File: src/rtl/prog_loader_uart.sv
// prog_loader_uart: UART program loader for the 8-bit accumulator CPU.
// It receives a framed image (HDR, LEN, N data bytes, XOR checksum) and
// writes the data bytes into the 32x8 instruction memory. cpu_run is raised
// only after the checksum matches.
// Optional build macro: LOADER_PARITY_EN selects 8E1 frames (even parity).
// Without it, frames are 8N1.
module prog_loader_uart #(
    parameter int         CLKS_PER_BIT = 87,
    parameter int         MEM_DEPTH    = 32,
    parameter logic [7:0] HDR_BYTE     = 8'hA5
) (
    input  logic                         clk,
    input  logic                         rst,
    input  logic                         rx,
    output logic                         mem_we,
    output logic [$clog2(MEM_DEPTH)-1:0] mem_addr,
    output logic [7:0]                   mem_data,
    output logic                         cpu_run,
    output logic                         busy,
    output logic                         err,
    output logic [1:0]                   err_code
);
    localparam int AW   = $clog2(MEM_DEPTH);
    localparam int HALF = CLKS_PER_BIT / 2;

    typedef enum logic [2:0] {
        R_IDLE, R_START, R_DATA,
`ifdef LOADER_PARITY_EN
        R_PAR,
`endif
        R_STOP
    } rstate_t;

    typedef enum logic [2:0] {F_HDR, F_LEN, F_DATA, F_SUM, F_DONE, F_ERR} fstate_t;

    rstate_t        r_state, r_next;
    fstate_t        f_state, f_next;
    logic           rx_meta, rx_s;
    logic [15:0]    bit_cnt;
    logic [2:0]     bit_idx;
    logic [7:0]     shreg, rx_byte, csum;
    logic           par_ok, rx_done, rx_bad, byte_valid, frame_err;
    logic           tick_half, tick_full, len_bad, err_set;
    logic [1:0]     err_val;
    logic [AW-1:0]  addr;
    logic [AW:0]    left;

    assign tick_half = (bit_cnt == 16'(HALF - 1));
    assign tick_full = (bit_cnt == 16'(CLKS_PER_BIT - 1));
    assign len_bad   = (rx_byte == 8'd0) || (int'(rx_byte) > MEM_DEPTH);

`ifdef LOADER_PARITY_EN
    logic par_bit;
    // Even parity: the data bits and the parity bit XOR to zero.
    assign par_ok = ~^{shreg, par_bit};
    // Capture the parity bit in the middle of its bit time.
    always_ff @(posedge clk) begin
        if (rst)                             par_bit <= 1'b0;
        else if (r_state == R_PAR && tick_full) par_bit <= rx_s;
    end
`else
    assign par_ok = 1'b1;
`endif

    // Two-flop synchroniser. Reset loads the idle-high level so no false start is seen.
    always_ff @(posedge clk) begin
        if (rst) {rx_s, rx_meta} <= 2'b11;
        else     {rx_s, rx_meta} <= {rx_meta, rx};
    end

    // Bit receiver state register.
    always_ff @(posedge clk) begin
        if (rst) r_state <= R_IDLE;
        else     r_state <= r_next;
    end

    // Bit receiver next state. Sample decisions are made mid-bit.
    always_comb begin
        r_next  = r_state;
        rx_done = 1'b0;
        rx_bad  = 1'b0;
        case (r_state)
            R_IDLE:  if (!rx_s) r_next = R_START;
            R_START: if (tick_half) r_next = rx_s ? R_IDLE : R_DATA;
`ifdef LOADER_PARITY_EN
            R_DATA:  if (tick_full && bit_idx == 3'd7) r_next = R_PAR;
            R_PAR:   if (tick_full) r_next = R_STOP;
`else
            R_DATA:  if (tick_full && bit_idx == 3'd7) r_next = R_STOP;
`endif
            R_STOP: begin
                if (tick_full) begin
                    r_next  = R_IDLE;
                    rx_done = rx_s && par_ok;
                    rx_bad  = !(rx_s && par_ok);
                end
            end
            default: r_next = R_IDLE;
        endcase
    end

    // Bit timer, shift register, and the registered byte/error strobes.
    always_ff @(posedge clk) begin
        if (rst) begin
            bit_cnt    <= '0;
            bit_idx    <= '0;
            shreg      <= '0;
            rx_byte    <= '0;
            byte_valid <= 1'b0;
            frame_err  <= 1'b0;
        end else begin
            byte_valid <= rx_done;
            frame_err  <= rx_bad;
            if (rx_done) rx_byte <= shreg;
            if (r_state == R_IDLE || r_next != r_state || tick_full) bit_cnt <= '0;
            else                                                     bit_cnt <= bit_cnt + 16'd1;
            if (r_state == R_START) bit_idx <= '0;
            if (r_state == R_DATA && tick_full) begin
                shreg   <= {rx_s, shreg[7:1]};
                bit_idx <= bit_idx + 3'd1;
            end
        end
    end

    // Frame state register.
    always_ff @(posedge clk) begin
        if (rst) f_state <= F_HDR;
        else     f_state <= f_next;
    end

    // Frame next state. A framing error outranks byte handling, except in F_HDR.
    always_comb begin
        f_next  = f_state;
        err_set = 1'b0;
        err_val = 2'b00;
        if (frame_err) begin
            if (f_state != F_HDR) begin
                f_next  = F_ERR;
                err_set = 1'b1;
                err_val = 2'b11;
            end
        end else if (byte_valid) begin
            case (f_state)
                F_HDR, F_DONE, F_ERR: if (rx_byte == HDR_BYTE) f_next = F_LEN;
                F_LEN: begin
                    if (len_bad) begin
                        f_next  = F_ERR;
                        err_set = 1'b1;
                        err_val = 2'b01;
                    end else begin
                        f_next = F_DATA;
                    end
                end
                F_DATA: if (left == (AW+1)'(1)) f_next = F_SUM;
                F_SUM: begin
                    if (rx_byte == csum) begin
                        f_next = F_DONE;
                    end else begin
                        f_next  = F_ERR;
                        err_set = 1'b1;
                        err_val = 2'b10;
                    end
                end
                default: f_next = F_HDR;
            endcase
        end
    end

    // Frame datapath and registered outputs. Status flags follow the next state.
    always_ff @(posedge clk) begin
        if (rst) begin
            addr     <= '0;
            left     <= '0;
            csum     <= '0;
            mem_we   <= 1'b0;
            mem_addr <= '0;
            mem_data <= '0;
            cpu_run  <= 1'b0;
            busy     <= 1'b0;
            err      <= 1'b0;
            err_code <= 2'b00;
        end else begin
            mem_we  <= 1'b0;
            cpu_run <= (f_next == F_DONE);
            err     <= (f_next == F_ERR);
            busy    <= (f_next == F_LEN) || (f_next == F_DATA) || (f_next == F_SUM);
            if (err_set)               err_code <= err_val;
            else if (f_next == F_LEN)  err_code <= 2'b00;
            if (byte_valid && !frame_err) begin
                if (f_state == F_LEN) begin
                    addr <= '0;
                    csum <= '0;
                    left <= rx_byte[AW:0];
                end else if (f_state == F_DATA) begin
                    mem_we   <= 1'b1;
                    mem_addr <= addr;
                    mem_data <= rx_byte;
                    csum     <= csum ^ rx_byte;
                    left     <= left - (AW+1)'(1);
                    // Hold addr on the last byte so it never wraps past MEM_DEPTH-1.
                    if (left != (AW+1)'(1)) addr <= addr + AW'(1);
                end
            end
        end
    end
endmodule
File: config.mk
export PLATFORM = sky130hd
export DESIGN_NAME = prog_loader_uart
export DESIGN_NICKNAME = d
export VERILOG_FILES = /design/src/rtl/prog_loader_uart.sv
export SDC_FILE = /design/constraint.sdc
export NUM_CORES = 1
export LEC_CHECK = 0
export CORE_MARGIN = 3
export CORE_UTILIZATION = 57
export CTS_CLUSTER_SIZE = 14
export DETAILED_ROUTE_END_ITERATION = 6
export DONT_BUFFER_PORTS = 1
export MAX_ROUTING_LAYER = met4
export PLACE_DENSITY = 0.83
export SYNTH_ARGS = -nofsm -noshare
export SYNTH_HDL_FRONTEND = slang
export SYNTH_SLANG_ARGS = --single-unit
File: constraint.sdc
create_clock -name clk -period 1.8 [get_ports clk]
set_clock_uncertainty 0.15 [all_clocks]
set_input_delay 0.18 -clock clk [delete_from_list [all_inputs] [get_ports clk]]
set_output_delay 0.18 -clock clk [all_outputs]
set_load 0.03 [all_outputs]
==> impl_summary.txt <==
----------------------------------------------------
[Global routing]
  Largest net degree at the start of global routing ... 61
  Via count of the first global-routing pass ... 3523
  GRT overflow ... 0
  Overall track demand over capacity in global routing ... 29.3%
  First-pass GRT wire length ... 17.1 mm
  Initial antenna violation count ... 0

[Layout]
  Register area ... 0.00168 mm2
  Layout-stage area growth over the synthesis result ... 41.4%
  Fill cell instance count of the final layout ... 298
  Ant diodes ... 0
  Post-layout util ... 84.0%
  Most frequent standard cell in the layout excluding fill and tap cells ... sky130_fd_sc_hd__buf_4
  Commonest cells after routing, fill and taps aside ... 79 x sky130_fd_sc_hd__buf_4, 73 x sky130_fd_sc_hd__dfxtp_1, 55 x sky130_fd_sc_hd__nor2_1
  Multi-input gate area ... 0.00245 mm2
  Layout cell share with drive strength beyond 1 ... 39.8%
  Nets@finish ... 540

[Synthesis]
  Post-synth EDFFs ... 0
  Library cell with the largest summed area after synthesis ... sky130_fd_sc_hd__dfxtp_1
  Yosys warning count ... 0
  Synth top area cells ... sky130_fd_sc_hd__dfxtp_1 44%, sky130_fd_sc_hd__nor2_1 7.0%, sky130_fd_sc_hd__nand2_1 5.2%, sky130_fd_sc_hd__xor2_1 4.6%, sky130_fd_sc_hd__a21oi_1 4.5%
  Gate count after technology mapping ... 443
  Fraction of registers with async set or reset after synthesis ... 0%
  Number of distinct library cell variants in the gate-level netlist after synthesis ... 57
  Mapped cell area ... 0.00379 mm2
  Register area share after synthesis ... 43.8%
  Proportion of netlist area held by the largest area contributor ... 43.8%
  Total nets after synthesis ... 453
  Yosys reg bits ... 83
  Mean post-synth cell area ... 8.56 um2
  Main flop type after synthesis ... sky130_fd_sc_hd__dfxtp_1

[Clocking]
  Clock Tree Root ... sky130_fd_sc_hd__clkbuf_8
  Maximum level of the CTS H-tree ... 3
  TritonCTS Buffers ... 9
  Clock latency at the later pin of the worst-skew pair ... 370 ps
  Clock transition time at the flip-flop clock pins of the worst setup and hold paths ... 100 ps
  CTS tree ... built
  Clock tree buffer depth ... 2
  Sinks on Clock Net ... 83

[Route]
  Number of optimization iterations in the first detailed-route pass ... 5
  Routed length per instance ... 22.0 um
  Number of vias per cell ... 6.52
  Wire length after detailed routing ... 13.5 mm
  Violation count after the first detailed-route iteration ... 531
  DRC violations left ... 0
  Via count ... 3993
  Antenna Violating Nets Remaining ... 0

[Critical path]
  Required time at the endpoint of the critical path ... 1890 ps
  Worst-path maximum fanout ... 3
  Class of the most critical setup path ... reg -> reg
  Slowest library cell on the worst path ... sky130_fd_sc_hd__or3_4
  Endpoint type of the worst setup path ... register
  Crit start category ... register
  Delay of the slowest cell on the worst path ... 410 ps
  Worst path cell trace ... or3_4 -> buf_4 -> o31ai_2 -> o21ai_1 -> a31o_4 -> nor3_4 -> o41ai_2
  Arrival time of the worst setup path ... 2200 ps

[Timing]
  Number of slew-limit violations in the final report ... 0
  Minimum clock period ... 2110 ps
  Fmax ... 0.475 GHz
  RSZ-0062 raised after global routing ... yes
  Tightest Pin Transition ... 640 ps
  Setup violations, final ... 55
  Final hold viol count ... 0
  Hold Slack ... 40.7 ps
  Final cycle utilization of the critical path ... 117%
  Setup slack of the critical path after layout ... -305 ps
  Slew Limit Headroom ... 57.0%
  Post-Route Setup TNS ... -9180 ps

[Place]
  RePlAce Congestion ... 0.876
  Post-Place Worst Slack ... -265 ps
  Number of port buffers ... 0
  Placed wire-length estimate ... 6.16 mm

[Min path]
  Hold Crit Class ... in -> reg

[Floorplan]
  Die Span Y ... 87.6 um
  Width of the die ... 87.6 um
  Initial standard-cell utilization of the core ... 59.4%
  Area of the core region ... 0.00639 mm2
  Row Count ... 29
  Die Area ... 0.00767 mm2
  IO Pins ... 22

[Flow run]
  Max Cap Violations ... 0

[Power and ir drop]
  Power per standard cell area ... 682 mW/mm2
  Worst IR Drop VDD ... 667 uV
  Total power ... 3.66 mW
  Leakage ... 2.09 nW

[Run status]
  Failing checks ... setup timing
  Result of the run ... finished, violations left

----------------------------------------------------
state kept, by name, indices dropped and copies added (netlist names), 5 cells and up:
register / cells
addr: 5
bit_cnt: 16
csum: 8
left: 6
mem_addr: 5
mem_data: 8
rx_byte: 8
shreg: 8
routing by layer:
| layer | track usage [%] | vias to the layer above | part of all wire (%) |
|---|---|---|---|
| li1 | - | 1698 | - |
| met2 | 45.5 | 287 | 49 |
| met3 | 5.27 | 90 | 8.9 |
| met1 | 36.3 | 1918 | 37 |
| met4 | 15.3 | 0 | 5.4 |
| met5 | - | - | 0 |
path summary, 6_finish.rpt:
check,start,slack [ps],depth (start not counted),endpoint
setup reg to reg,rx_byte[4],-310,7,err_code[1]
hold reg to reg,rx_meta,290,1,rx_s
setup / recovery,rx_byte[4],-310,7,err_code[1]
hold / removal,rst,40,3,bit_cnt[15]
worst max-delay path: cells and delay by family, from the launching register on:
| kind | cells | cell delay, ps |
|---|---|---|
| flops | 1 | 340 |
| simple gates | 2 | 620 |
| compound gates | 4 | 710 |
| buf+inv | 1 | 160 |
layout make-up:
cell class              count  share of cell area (%)
inverters                  10                   0.700
flip-flops and latches     83                    31.3
multi-input cells         324                    45.7
clock inverters             7                    1.84
well taps                  77                    1.80
clock buffers               9                    2.31
repair buffers            102                    16.4
through the flow:
step / std cells / instance area, um2
4_1_cts: 594 / 4920
5_1_grt: 612 / 5360
3_5_place_dp: 571 / 4460
6_report: 612 / 5360
3_3_place_gp: 571 / 4460
2_1_floorplan: 443 / 3880
power by group:
group / total [mW] / internal (mW) / leakage, nW / switching (mW)
Clock: 1.56 / 0.794 / 0.111 / 0.767
Sequential: 1.87 / 1.85 / 0.675 / 0.0223
Combinational: 0.229 / 0.101 / 1.31 / 0.127
Total: 3.66 / 2.74 / 2.09 / 0.916
logic make-up after synthesis:
family                     Yosys count  synth area share [%]
AOI/OAI and AO/OA                   75                  13.2
xor gates and xnor gates            25                  5.77
adders and majority gates            7                  2.31
buffers and inverters               36                  3.76
DFF                                 83                  43.8
muxes                               19                  5.08
other                                1                0.0989
and+or+nand+nor                    197                  26.0
cell usage after synthesis (2+ instances only):
master / instances
sky130_fd_sc_hd__dfxtp_1: 83
sky130_fd_sc_hd__nor2_1: 71
sky130_fd_sc_hd__nand2_1: 53
sky130_fd_sc_hd__a21oi_1: 34
sky130_fd_sc_hd__clkbuf_1: 22
sky130_fd_sc_hd__xor2_1: 20
sky130_fd_sc_hd__mux2i_1: 17
sky130_fd_sc_hd__nor3_1: 14
sky130_fd_sc_hd__nand3_1: 11
sky130_fd_sc_hd__inv_1: 10
sky130_fd_sc_hd__o21ai_0: 9
sky130_fd_sc_hd__ha_1: 7
sky130_fd_sc_hd__nand2b_1: 7
sky130_fd_sc_hd__o211a_1: 7
sky130_fd_sc_hd__nor4_1: 6
sky130_fd_sc_hd__nand4_1: 5
sky130_fd_sc_hd__xnor2_1: 5
sky130_fd_sc_hd__a211oi_1: 3
sky130_fd_sc_hd__and3_1: 3
sky130_fd_sc_hd__buf_2: 3
sky130_fd_sc_hd__nor3b_1: 3
sky130_fd_sc_hd__or2_2: 3
sky130_fd_sc_hd__or3_1: 3
sky130_fd_sc_hd__a22oi_1: 2
sky130_fd_sc_hd__a31oi_2: 2
sky130_fd_sc_hd__mux2_2: 2
sky130_fd_sc_hd__nand3_2: 2
sky130_fd_sc_hd__nand3b_1: 2
sky130_fd_sc_hd__nor4_4: 2
sky130_fd_sc_hd__nor4b_1: 2
sky130_fd_sc_hd__o22ai_1: 2
sky130_fd_sc_hd__o31a_1: 2
sky130_fd_sc_hd__o31ai_1: 2
timing repair:
| item | 4_1_cts | 5_1_grt |
|---|---|---|
| gates resized for setup | 40 | 79 |
| hold buffers | 3 | 0 |
| buffers inserted | 4 | 17 |
| pin swaps | 21 | 42 |
| endpoints found under the setup margin | 75 | 77 |
| endpoints found under the hold margin | 63 | 0 |
| cloned | 0 | 2 |
No activity file was read; power rests on OpenSTA's default activity.
